[config.mk]
export PLATFORM = sky130hd
export DESIGN_NAME = pipe_stage_skid
export DESIGN_NICKNAME = d
export VERILOG_FILES = /design/src/rtl/pipe_stage_skid.sv
export SDC_FILE = /design/constraint.sdc
export NUM_CORES = 1
export LEC_CHECK = 0
export ABC_AREA = 1
export CORE_MARGIN = 2
export CORE_UTILIZATION = 30
export CTS_CLUSTER_DIAMETER = 40
export DETAILED_ROUTE_END_ITERATION = 10
export GPL_TIMING_DRIVEN = 0
export PLACE_DENSITY_LB_ADDON = 0.3
export SETUP_SLACK_MARGIN = 0.02
export SYNTH_ARGS = -nofsm -noshare
export SYNTH_HDL_FRONTEND = slang
export SYNTH_SLANG_ARGS = --single-unit
[constraint.sdc]
create_clock -name clk -period 13.7 [get_ports clk]
set_clock_uncertainty 0.15 [all_clocks]
set_input_delay 2.055 -clock clk [delete_from_list [all_inputs] [get_ports clk]]
set_output_delay 2.055 -clock clk [all_outputs]
set_load 0.05 [all_outputs]
[src/rtl/pipe_stage_skid.sv]
// Valid/ready pipeline stage with a 2-entry skid buffer, flush and valid-qualified RegWrite.
// Optional PIPE_STAGE_STATS_EN adds saturating stall_cnt/bubble_cnt outputs.
module pipe_stage_skid #(
   parameter int unsigned DATA_W   = 32,
   parameter int unsigned NUM_DATA = 2,
   parameter int unsigned CTRL_W   = 1,
   parameter int unsigned REG_AW   = 5
) (
   input  logic                       clk,
   input  logic                       reset,
   input  logic                       flush,
   input  logic                       in_valid,
   output logic                       in_ready,
   input  logic [NUM_DATA*DATA_W-1:0] in_data,
   input  logic [CTRL_W-1:0]          in_ctrl,
   input  logic                       in_reg_write,
   input  logic [REG_AW-1:0]          in_rs1,
   input  logic [REG_AW-1:0]          in_rs2,
   input  logic [REG_AW-1:0]          in_rd,
   output logic                       out_valid,
   input  logic                       out_ready,
   output logic [NUM_DATA*DATA_W-1:0] out_data,
   output logic [CTRL_W-1:0]          out_ctrl,
   output logic [REG_AW-1:0]          out_rs1,
   output logic [REG_AW-1:0]          out_rs2,
   output logic [REG_AW-1:0]          out_rd,
`ifdef PIPE_STAGE_STATS_EN
   output logic [31:0]                stall_cnt,
   output logic [31:0]                bubble_cnt,
`endif
   output logic                       out_reg_write
);

   localparam int unsigned PW = NUM_DATA * DATA_W + CTRL_W + 1 + 3 * REG_AW;

   localparam logic [1:0] EMPTY = 2'd0;
   localparam logic [1:0] BUSY  = 2'd1;
   localparam logic [1:0] FULL  = 2'd2;

   logic [1:0]    state_q, state_d;
   logic          in_ready_q;
   logic [PW-1:0] main_q, skid_q, in_pay;
   logic          main_rw;
   logic          acc, rel;
   logic          load_in, load_skid, load_from_skid;

   assign in_pay = {in_data, in_ctrl, in_reg_write, in_rs1, in_rs2, in_rd};
   assign {out_data, out_ctrl, main_rw, out_rs1, out_rs2, out_rd} = main_q;

   assign in_ready      = in_ready_q;
   assign out_valid     = (state_q != EMPTY);
   assign out_reg_write = main_rw & out_valid;

   assign acc = in_valid & in_ready_q;
   assign rel = out_valid & out_ready;

   always_comb begin
      state_d        = state_q;
      load_in        = 1'b0;
      load_skid      = 1'b0;
      load_from_skid = 1'b0;
      case (state_q)
         EMPTY: begin
            if (acc) begin
               state_d = BUSY;
               load_in = 1'b1;
            end
         end
         BUSY: begin
            if (acc && rel) begin
               load_in = 1'b1;
            end else if (acc) begin
               state_d   = FULL;
               load_skid = 1'b1;
            end else if (rel) begin
               state_d = EMPTY;
            end
         end
         FULL: begin
            if (rel) begin
               state_d        = BUSY;
               load_from_skid = 1'b1;
            end
         end
         default: state_d = EMPTY;
      endcase
      // Flush wins over everything; payload may stay stale since out_valid drops.
      if (flush) begin
         state_d        = EMPTY;
         load_in        = 1'b0;
         load_skid      = 1'b0;
         load_from_skid = 1'b0;
      end
   end

   always_ff @(posedge clk or posedge reset) begin
      if (reset) begin
         state_q    <= EMPTY;
         in_ready_q <= 1'b1;
         main_q     <= '0;
         skid_q     <= '0;
      end else begin
         state_q    <= state_d;
         in_ready_q <= (state_d != FULL);
         if (load_in) begin
            main_q <= in_pay;
         end else if (load_from_skid) begin
            main_q <= skid_q;
         end
         if (load_skid) begin
            skid_q <= in_pay;
         end
      end
   end

`ifdef PIPE_STAGE_STATS_EN
   logic stall_inc, bubble_inc;

   assign stall_inc  = out_valid & ~out_ready;
   assign bubble_inc = ~out_valid | (flush & (out_valid | acc));

   always_ff @(posedge clk or posedge reset) begin
      if (reset) begin
         stall_cnt  <= '0;
         bubble_cnt <= '0;
      end else begin
         if (stall_inc && (stall_cnt != 32'hFFFF_FFFF)) begin
            stall_cnt <= stall_cnt + 32'd1;
         end
         if (bubble_inc && (bubble_cnt != 32'hFFFF_FFFF)) begin
            bubble_cnt <= bubble_cnt + 32'd1;
         end
      end
   end
`endif

endmodule

Yosys cells after proc, flatten, opt, wreduce, memory -nomap -nowiden
Index checks and enable logic that the tools add are counted.
W data, S select, Z words.
{"block": "classes", "bitwise": 3, "muxes": 19, "n_reduce_logical": 4, "n_eq_ne": 3}
{"operator": "$mux W81", "count": 2}
{"operator": "$mux W2", "count": 6}
{"operator": "$mux W1", "count": 9}
{"operator": "$pmux W2 S3", "count": 1}
{"operator": "$reduce_bool A2 Y1", "count": 2}
{"operator": "$and A1 B1 Y1", "count": 3}
{"operator": "$eq A2 B1 Y1 const B", "count": 1}
{"operator": "$eq A2 B2 Y1 const B", "count": 1}
{"operator": "$logic_not A2 Y1", "count": 1}
{"operator": "$ne A2 B2 Y1 const B", "count": 1}
{"operator": "$pmux W1 S2", "count": 1}
{"operator": "$logic_and A1 B1 Y1", "count": 1}
{"block": "totals", "out_inout_bits": 83, "ff_bits": 165, "in_bits": 86}

Logic depth before layout (Yosys ltp)
Gate-level depths: netlist of run 1.
{"block": "logic_depth", "word_depth": 8, "depth_mapped": 9, "depth_no_buf": 7}

Worst setup path before layout of run 1
No wires, ideal clock.
{"block": "synth_path", "path_type": "register to output", "from": "register state_q[0]", "to": "output out_reg_write", "stages_incl_launch_ff": 4, "slack_ns": 10.307, "required_time_ns": 11.495, "arrival_time_ns": 1.188, "cell_sequence": "dfrtp_1 -> buf_2 -> nor2_1 -> nor2_1"}
{"block": "synth_between", "elab_chain_cells": 2}
{"item": "from (decl)", "line": "40", "rtl": "logic [1:0] state_q, state_d;"}
{"item": "from (signal assigned)", "line": "103", "rtl": "state_q <= state_d;"}
{"item": "$reduce_bool A2 Y1", "line": "51", "rtl": "assign out_valid = (state_q != EMPTY);"}
{"item": "$and A1 B1 Y1", "line": "52", "rtl": "assign out_reg_write = main_rw & out_valid;"}
{"item": "to (decl)", "line": "31", "rtl": "output logic out_reg_write"}
Every way passes these cells.

Worst setup path in the final report of run 1
{"block": "layout_path", "from": "input out_ready", "to": "register main_q[17]"}
{"block": "layout_between", "elab_chain_cells": 6, "word_cells_on_any_way": 10, "cone_classes": "7 x mux; 1 x bitwise; 2 x reduce/logical"}
{"item": "from (decl)", "line": "21", "rtl": "input logic out_ready,"}
{"item": "$and A1 B1 Y1 *", "line": "55", "rtl": "assign rel = out_valid & out_ready;"}
{"item": "$logic_and A1 B1 Y1", "line": "70", "rtl": "if (acc && rel) begin"}
{"item": "$mux W1", "line": "70"}
{"item": "$pmux W1 S2", "line": "62", "rtl": "case (state_q)"}
{"item": "$mux W1", "line": "88", "rtl": "if (flush) begin"}
{"item": "$mux W81 or $reduce_bool A2 Y1 (tied branches)"}
{"item": "to (signal assigned)", "line": "106", "rtl": "main_q <= in_pay;"}
{"item": "to (signal assigned)", "line": "108", "rtl": "main_q <= skid_q;"}
{"item": "to (decl)", "line": "42", "rtl": "logic [PW-1:0] main_q, skid_q, in_pay;"}
Every way passes the cells marked *; elsewhere a longest branch is shown, timed or not.
A chain may end at the register's enable or synchronous reset.

==> metrics.csv, run 1 <==
stage,metric,value,unit
cts,cts.sinks,165,
job,max_cap_viol_count,0,
sta,fmax,0.237,GHz
cts,path_clk_slew,0.07,ns
worst_setup_path,worstSetupPathType,primary input to flip-flop,
sta,whs,0.341,ns
status,status,"complete, no violations",
die,fp.dieW,171,um
sta,period_share,30.8,%
logic_synthesis,synthCells,1079,
grt,grt_pass1_wl,39000,um
cts,cts_resized,0,
routing,route.detailed.drc,0,
routing,drt_iter0_drc,570,
cts,cts_setup_buffers,0,
worst_setup_path,r2r_slack,11.46,ns
hold_path,min-delay-start,skid_q[70],
die,dieHeight,171,um
cts,cts_tree,done,
routing,via_count,7463,
layout,num_antenna_cells,0,
worst_setup_path,end_kind,flip-flop,
cts,clock_latency,0.42,ns
hold_path,hold_path_class,flip-flop to flip-flop,
pwr,finalPower,1910,uW
grt,antenna_found_initial,0,
die,rows,61,
routing,drt_wl_total,23900,um
cts,cts_max_path_buffers,2,
worst_setup_path,regToRegStartpoint,state_q[0],
grt,grt_use_met1,24.1,%
logic_synthesis,yosysSeqAreaShare,49.2,%
layout,synthToLayoutAreaGrowth,33.6,%
sta,setup-violations-final,0,
routing,wl_per_cell,14.4,um
worst_setup_path,ff2ff_path_depth,6,
layout,fin_util,40.6,%
grt,busiest_layer,met2,
routing,ant_nets,0,
placement,dp_hpwl,16600,um
grt,grt-ovfl-total,0,
worst_setup_path,setup.worst_path.start,out_ready,
sta,worst_slew_pin_slew,0.683,ns
logic_synthesis,synth_area,8390,um2
logic_synthesis,synth_nets,1165,
hold_path,holdPathStages,2,
layout,layout.nets,1353,
sta,finalWorstSetupSlack,9.47,ns
sta,min_period,4.23,ns
grt,met2_usage,26.9,%
cts,ctsHtreeMaxLevel,4,
sta,slew_headroom,54.5,%
logic_synthesis,yosys_warnings,0,
logic_synthesis,ys_ff_latch,165,
sta,finalHoldViolCount,0,
sta,slew_viol_final,0,
layout,drive_gt1_share,12.3,%
pwr,pwr_density_cell,170,nW/um2
grt,gr-usage-all-layers,17.0,%
cts,holdBufCountCts,0,
worst_setup_path,start_kind,primary input,
grt,grt_pass1_vias,7315,
logic_synthesis,ys_types,20,
pwr,peakVddDrop,0.0684,mV
grt,grt_max_degree,105,
die,dieArea,29300,um2
worst_setup_path,crit_fanout,10,
routing,avgViaCountPerCell,4.50,
sta,setup-tns-final,0,ns
cts,root_buffer,clkbuf_16,
worst_setup_path,arrival,4.39,ns
cts,numCtsBuffers,17,
pwr,cellLeakagePower,0.00569,uW
die,fp.coreArea,27600,um2
routing,dr.pass1.iters,5,
sta,rsz0062_at_grt,no,
grt,met3_usage,2.53,%
die,io_pins,169,
worst_setup_path,required,13.86,ns
placement,port-buffer-count,168,
placement,dp_slack,8.94,ns
placement,gp_congestion,0.792,
die,start_util,30.4,%
logic_synthesis,avgSynthCellArea,7.77,um2
per-stage QoR:
| stage | instances | cell area [um2] |
|---|---|---|
| 6_report | 1658 | 11200 |
| 2_1_floorplan | 1079 | 8390 |
| 3_5_place_dp | 1626 | 10600 |
| 5_1_grt | 1658 | 11200 |
| 3_3_place_gp | 1625 | 10500 |
| 4_1_cts | 1658 | 11200 |
cells by family (layout without fill, tap and decap cells):
kind of cell,Yosys count,count (layout),synth area share [%]
simple gates,588,588,30.4
buf+inv,243,444,15.4
flops,165,165,49.2
compound gates,83,83,4.98
power breakdown:
| group | internal (uW) | switching, uW |
|---|---|---|
| Combinational | 280 | 409 |
| Sequential | 627 | 77.3 |
| Clock | 298 | 216 |
final cells by class:
type	count	area [um2]
Clock inverter	14	189
Timing Repair Buffer	169	1710
Buffer	155	961
Multi-Input combinational cell	671	2970
Inverter	88	338
Tap cell	378	473
Fill cell	2883	16400
Sequential cell	165	4130
Clock buffer	18	439
cell usage after synthesis (all sizes together):
master / count / area (um2)
a22oi: 1 / 7.51
buf: 116 / 815
clkbuf: 39 / 146
dfrtp: 164 / 4100
dfstp: 1 / 26.3
inv: 88 / 330
nand2: 334 / 1270
nand3: 244 / 1230
nand4: 2 / 12.5
nor2: 8 / 42.5
o21ai: 82 / 410
cell usage in the layout, fill, tap and decap left out:
cell             instances
nand2_1                331
nand3_1                243
clkdlybuf4s50_1        168
dfrtp_1                164
buf_4                   89
inv_1                   86
o21ai_1                 82
clkbuf_1                39
buf_2                   24
clkbuf_16               17
nor2_1                   5
inv_6                    4
inv_8                    3
clkinv_4                 3
bufinv_16                3
nor2_2                   2
buf_6                    2
nand2_2                  2
nand4_1                  2
clkinvlp_4               2
inv_2                    1
nand3_2                  1
nand2_4                  1
nor2_4                   1
buf_1                    1
a22oi_1                  1
clkbuf_8                 1
dfstp_2                  1
buf_16                   1
worst paths after layout:
check                             end
max                        main_q[17]
min                        skid_q[70]
max reg2reg                main_q[17]
min reg2reg                skid_q[70]
max in group asynchronous    in_ready
min in group asynchronous  main_q[57]
worst max-delay path, cell delays in order:
cell             delay [ns]
clkdlybuf4s50_1        0.50
inv_1                  0.10
nor2_2                 0.53
nand2_1                0.60
clkbuf_1               0.38
nand3_1                0.15
nand2_1                0.07
registers in the layout, indices dropped and copies added (netlist names):
| register | count |
|---|---|
| main_q | 81 |
| skid_q | 81 |
| in_ready | 1 |
| state_q | 2 |
per-layer routing:
| layer | routed length (um) | part of all wire [%] | vias up |
|---|---|---|---|
| met5 | 0 | 0 | - |
| met4 | 406 | 1.7 | 0 |
| met3 | 899 | 3.8 | 30 |
| met2 | 11200 | 47 | 207 |
| met1 | 11400 | 48 | 3481 |
| li1 | - | - | 3745 |
(Power assumes the default switching activity.)
==> run 2: changes to the inputs <==
==> constraint.sdc (replaced) <==
create_clock -name clk -period 4.2 [get_ports clk]
set_clock_uncertainty 0.15 [all_clocks]
set_input_delay 0.63 -clock clk [delete_from_list [all_inputs] [get_ports clk]]
set_output_delay 0.63 -clock clk [all_outputs]
set_load 0.05 [all_outputs]
==> run 2 against run 1 <==
Effect of this change: cell count grew 0.24%; via count shrank 0.21%; core utilization increased by 0.12 points; largest power group unchanged; critical path type unchanged; largest cell class unchanged; sequential power increased to 3.3 times the previous value.
==> metrics.csv, run 2 (synthesized netlist as in run 1, its figures left out) <==
stage,metric,value,unit,change
status,status,"complete, no violations",,unchanged
layout,largestRegisters,"main_q x81, skid_q x81, state_q x2",,unchanged
routing,drt_wl_total,24000,um,was 23900 um
grt,grt-ovfl-total,0,,unchanged
cts,cts.sinks,165,,unchanged
die,start_util,30.4,%,unchanged
routing,wl_per_cell,14.4,um,about the same
die,io_pins,169,,unchanged
grt,antenna_found_initial,1,,was 0
cts,numCtsBuffers,17,,unchanged
cts,ctsHtreeMaxLevel,4,,unchanged
grt,grt_pass1_wl,38400,um,was 39000 um
routing,route.detailed.drc,0,,unchanged
pwr,peakVddDrop,0.230,mV,was 0.0684 mV
grt,grt_pass1_vias,7213,,was 7315
sta,min_period,2.89,ns,
placement,port-buffer-count,168,,unchanged
worst_setup_path,required,4.37,ns,was 13.86 ns
placement,dp_hpwl,17000,um,was 16600 um
sta,setup-violations-final,0,,unchanged
grt,grt_max_degree,41,,was 105
sta,period_share,68.9,%,
die,dieArea,29300,um2,unchanged
sta,fmax,0.346,GHz,
job,max_cap_viol_count,0,,unchanged
worst_setup_path,arrival,3.06,ns,was 4.39 ns
layout,layout_common_cells,"331 x nand2_1, 243 x nand3_1, 168 x clkdlybuf4s50_1",,unchanged
cts,cts_resized,0,,unchanged
pwr,pwr_density_cell,550,nW/um2,was 170 nW/um2
layout,drive_gt1_share,12.5,%,was 12.3%
routing,ant_nets,0,,unchanged
sta,finalHoldViolCount,0,,unchanged
routing,dr.pass1.iters,5,,unchanged
die,fp.dieW,171,um,unchanged
layout,final_common_cell,nand2_1,,unchanged
sta,slew_headroom,51.2,%,was 54.5%
layout,synthToLayoutAreaGrowth,34.0,%,was 33.6%
cts,cts_setup_buffers,0,,unchanged
layout,final_cell_area,11200,um2,about the same
routing,avgViaCountPerCell,4.48,,was 4.50
sta,slew_viol_final,0,,unchanged
cts,cts_tree,done,,unchanged
pwr,cellLeakagePower,0.00570,uW,was 0.00569 uW
cts,holdBufCountCts,0,,unchanged
worst_setup_path,crit_fanout,10,,unchanged
die,rows,61,,unchanged
routing,drt_iter0_drc,605,,was 570
cts,cts_max_path_buffers,2,,unchanged
grt,gr-usage-all-layers,16.7,%,was 17.0%
hold_path,hold_path_class,flip-flop to flip-flop,,unchanged
die,dieHeight,171,um,unchanged
layout,layout.nets,1356,,was 1353
sta,worst_slew_pin_slew,0.731,ns,was 0.683 ns
sta,rsz0062_at_grt,no,,unchanged
worst_setup_path,worstSetupPathType,primary input to flip-flop,,unchanged
sta,setup-tns-final,0,ns,unchanged
layout,n_fill_cell,2871,,was 2883
placement,gp_congestion,0.791,,was 0.792
placement,placed_area,10600,um2,about the same
worst_setup_path,start_kind,primary input,,unchanged
cts,clock_latency,0.43,ns,was 0.42 ns
die,fp.coreArea,27600,um2,unchanged
routing,via_count,7447,,was 7463
worst_setup_path,end_kind,flip-flop,,unchanged
cts,root_buffer,clkbuf_16,,unchanged
cts,path_clk_slew,0.06,ns,was 0.07 ns
run 2: cell count changes in the layout (fill, tap and decap cells not counted), sizes merged:
cell	previous run	this run
diode	0	1
inv	94	90
clkbuf	57	59
bufinv	3	2
clkinv	3	5
buf	117	120
clkinvlp	2	3
run 2: cell type report:
type	instances	area [um2]	area share, %
multi-input combinational	671	2970	26.4
clock inverter	12	144	1.28
antenna	1	2.50	0.0223
timing repair buffer	172	1760	15.7
sequential	165	4130	36.8
tap	378	473	4.21
clock buffer	20	467	4.15
inverter	88	334	2.97
buffer	155	961	8.55
run 2: worst paths after layout:
path                            startpoint    endpoint  slack [ns]  cells after the start
worst min register to register  skid_q[38]  skid_q[38]        0.34                      2
min in group asynchronous            reset   main_q[7]        0.38                      2
max in group asynchronous            reset  skid_q[68]        2.71                      4
worst min-delay path            skid_q[38]  skid_q[38]        0.34                      2
worst max register to register  state_q[0]  main_q[15]        1.88                      6
worst max-delay path             out_ready  main_q[15]        1.31                      7
run 2: per-layer routing:
layer / routed length, um / share of wire (%) / track usage, %
met2: 11300 / 47 / 26.5
met3: 893 / 3.7 / 2.99
met1: 11400 / 48 / 23.5
met5: 0 / 0 / 0
met4: 357 / 1.5 / 4.50
run 2: per-stage QoR:
stage / worst slack (ns) / hold WS (ns) / power [uW] / utilization (%) / cells
6_report: 1.31 / 0.342 / 6180 / 40.7 / 1662
3_5_place_dp: 0.797 / 0.328 / 4590 / 38.5 / 1629
2_1_floorplan: 1.32 / 0.309 / 3890 / - / 1079
4_1_cts: 1.25 / 0.344 / 6230 / 40.7 / 1661
5_1_grt: 1.21 / 0.369 / 6520 / 40.7 / 1661
3_3_place_gp: -0.190 / 0.321 / 4560 / 38.2 / 1625
run 2: power by group:
group	leakage, uW	total, uW	switching, uW	internal (uW)
sequential	0.00200	2300	257	2050
clock	0.000295	1630	694	935
combinational	0.00341	2250	1330	919
run 2: worst max-delay path: stages:
cell	delay [ns]
clkdlybuf4s50_1	0.51
inv_1	0.10
nor2_2	0.53
nand2_1	0.64
clkbuf_1	0.41
nand3_1	0.17
nand2_1	0.06
==> run 3: changes to the inputs <==
==> constraint.sdc (replaced) <==
create_clock -name clk -period 2.83 [get_ports clk]
set_clock_uncertainty 0.15 [all_clocks]
set_input_delay 0.4245 -clock clk [delete_from_list [all_inputs] [get_ports clk]]
set_output_delay 0.4245 -clock clk [all_outputs]
set_load 0.05 [all_outputs]
==> results of run 3 <==
The final DEF is identical to that of run 2. Status: complete, no violations.
Main changes from that run: setup slack after placement 0.797 ns -> -0.367 ns; clock-pin slew on the worst setup and hold paths 0.06 ns -> 0.07 ns; setup slack after layout 1.31 ns -> 0.142 ns; hold slack 0.342 ns -> 0.171 ns; register-to-register setup slack 1.88 ns -> 0.51 ns; total power 6180 uW -> 9180 uW; worst IR drop on VDD 0.230 mV -> 0.342 mV
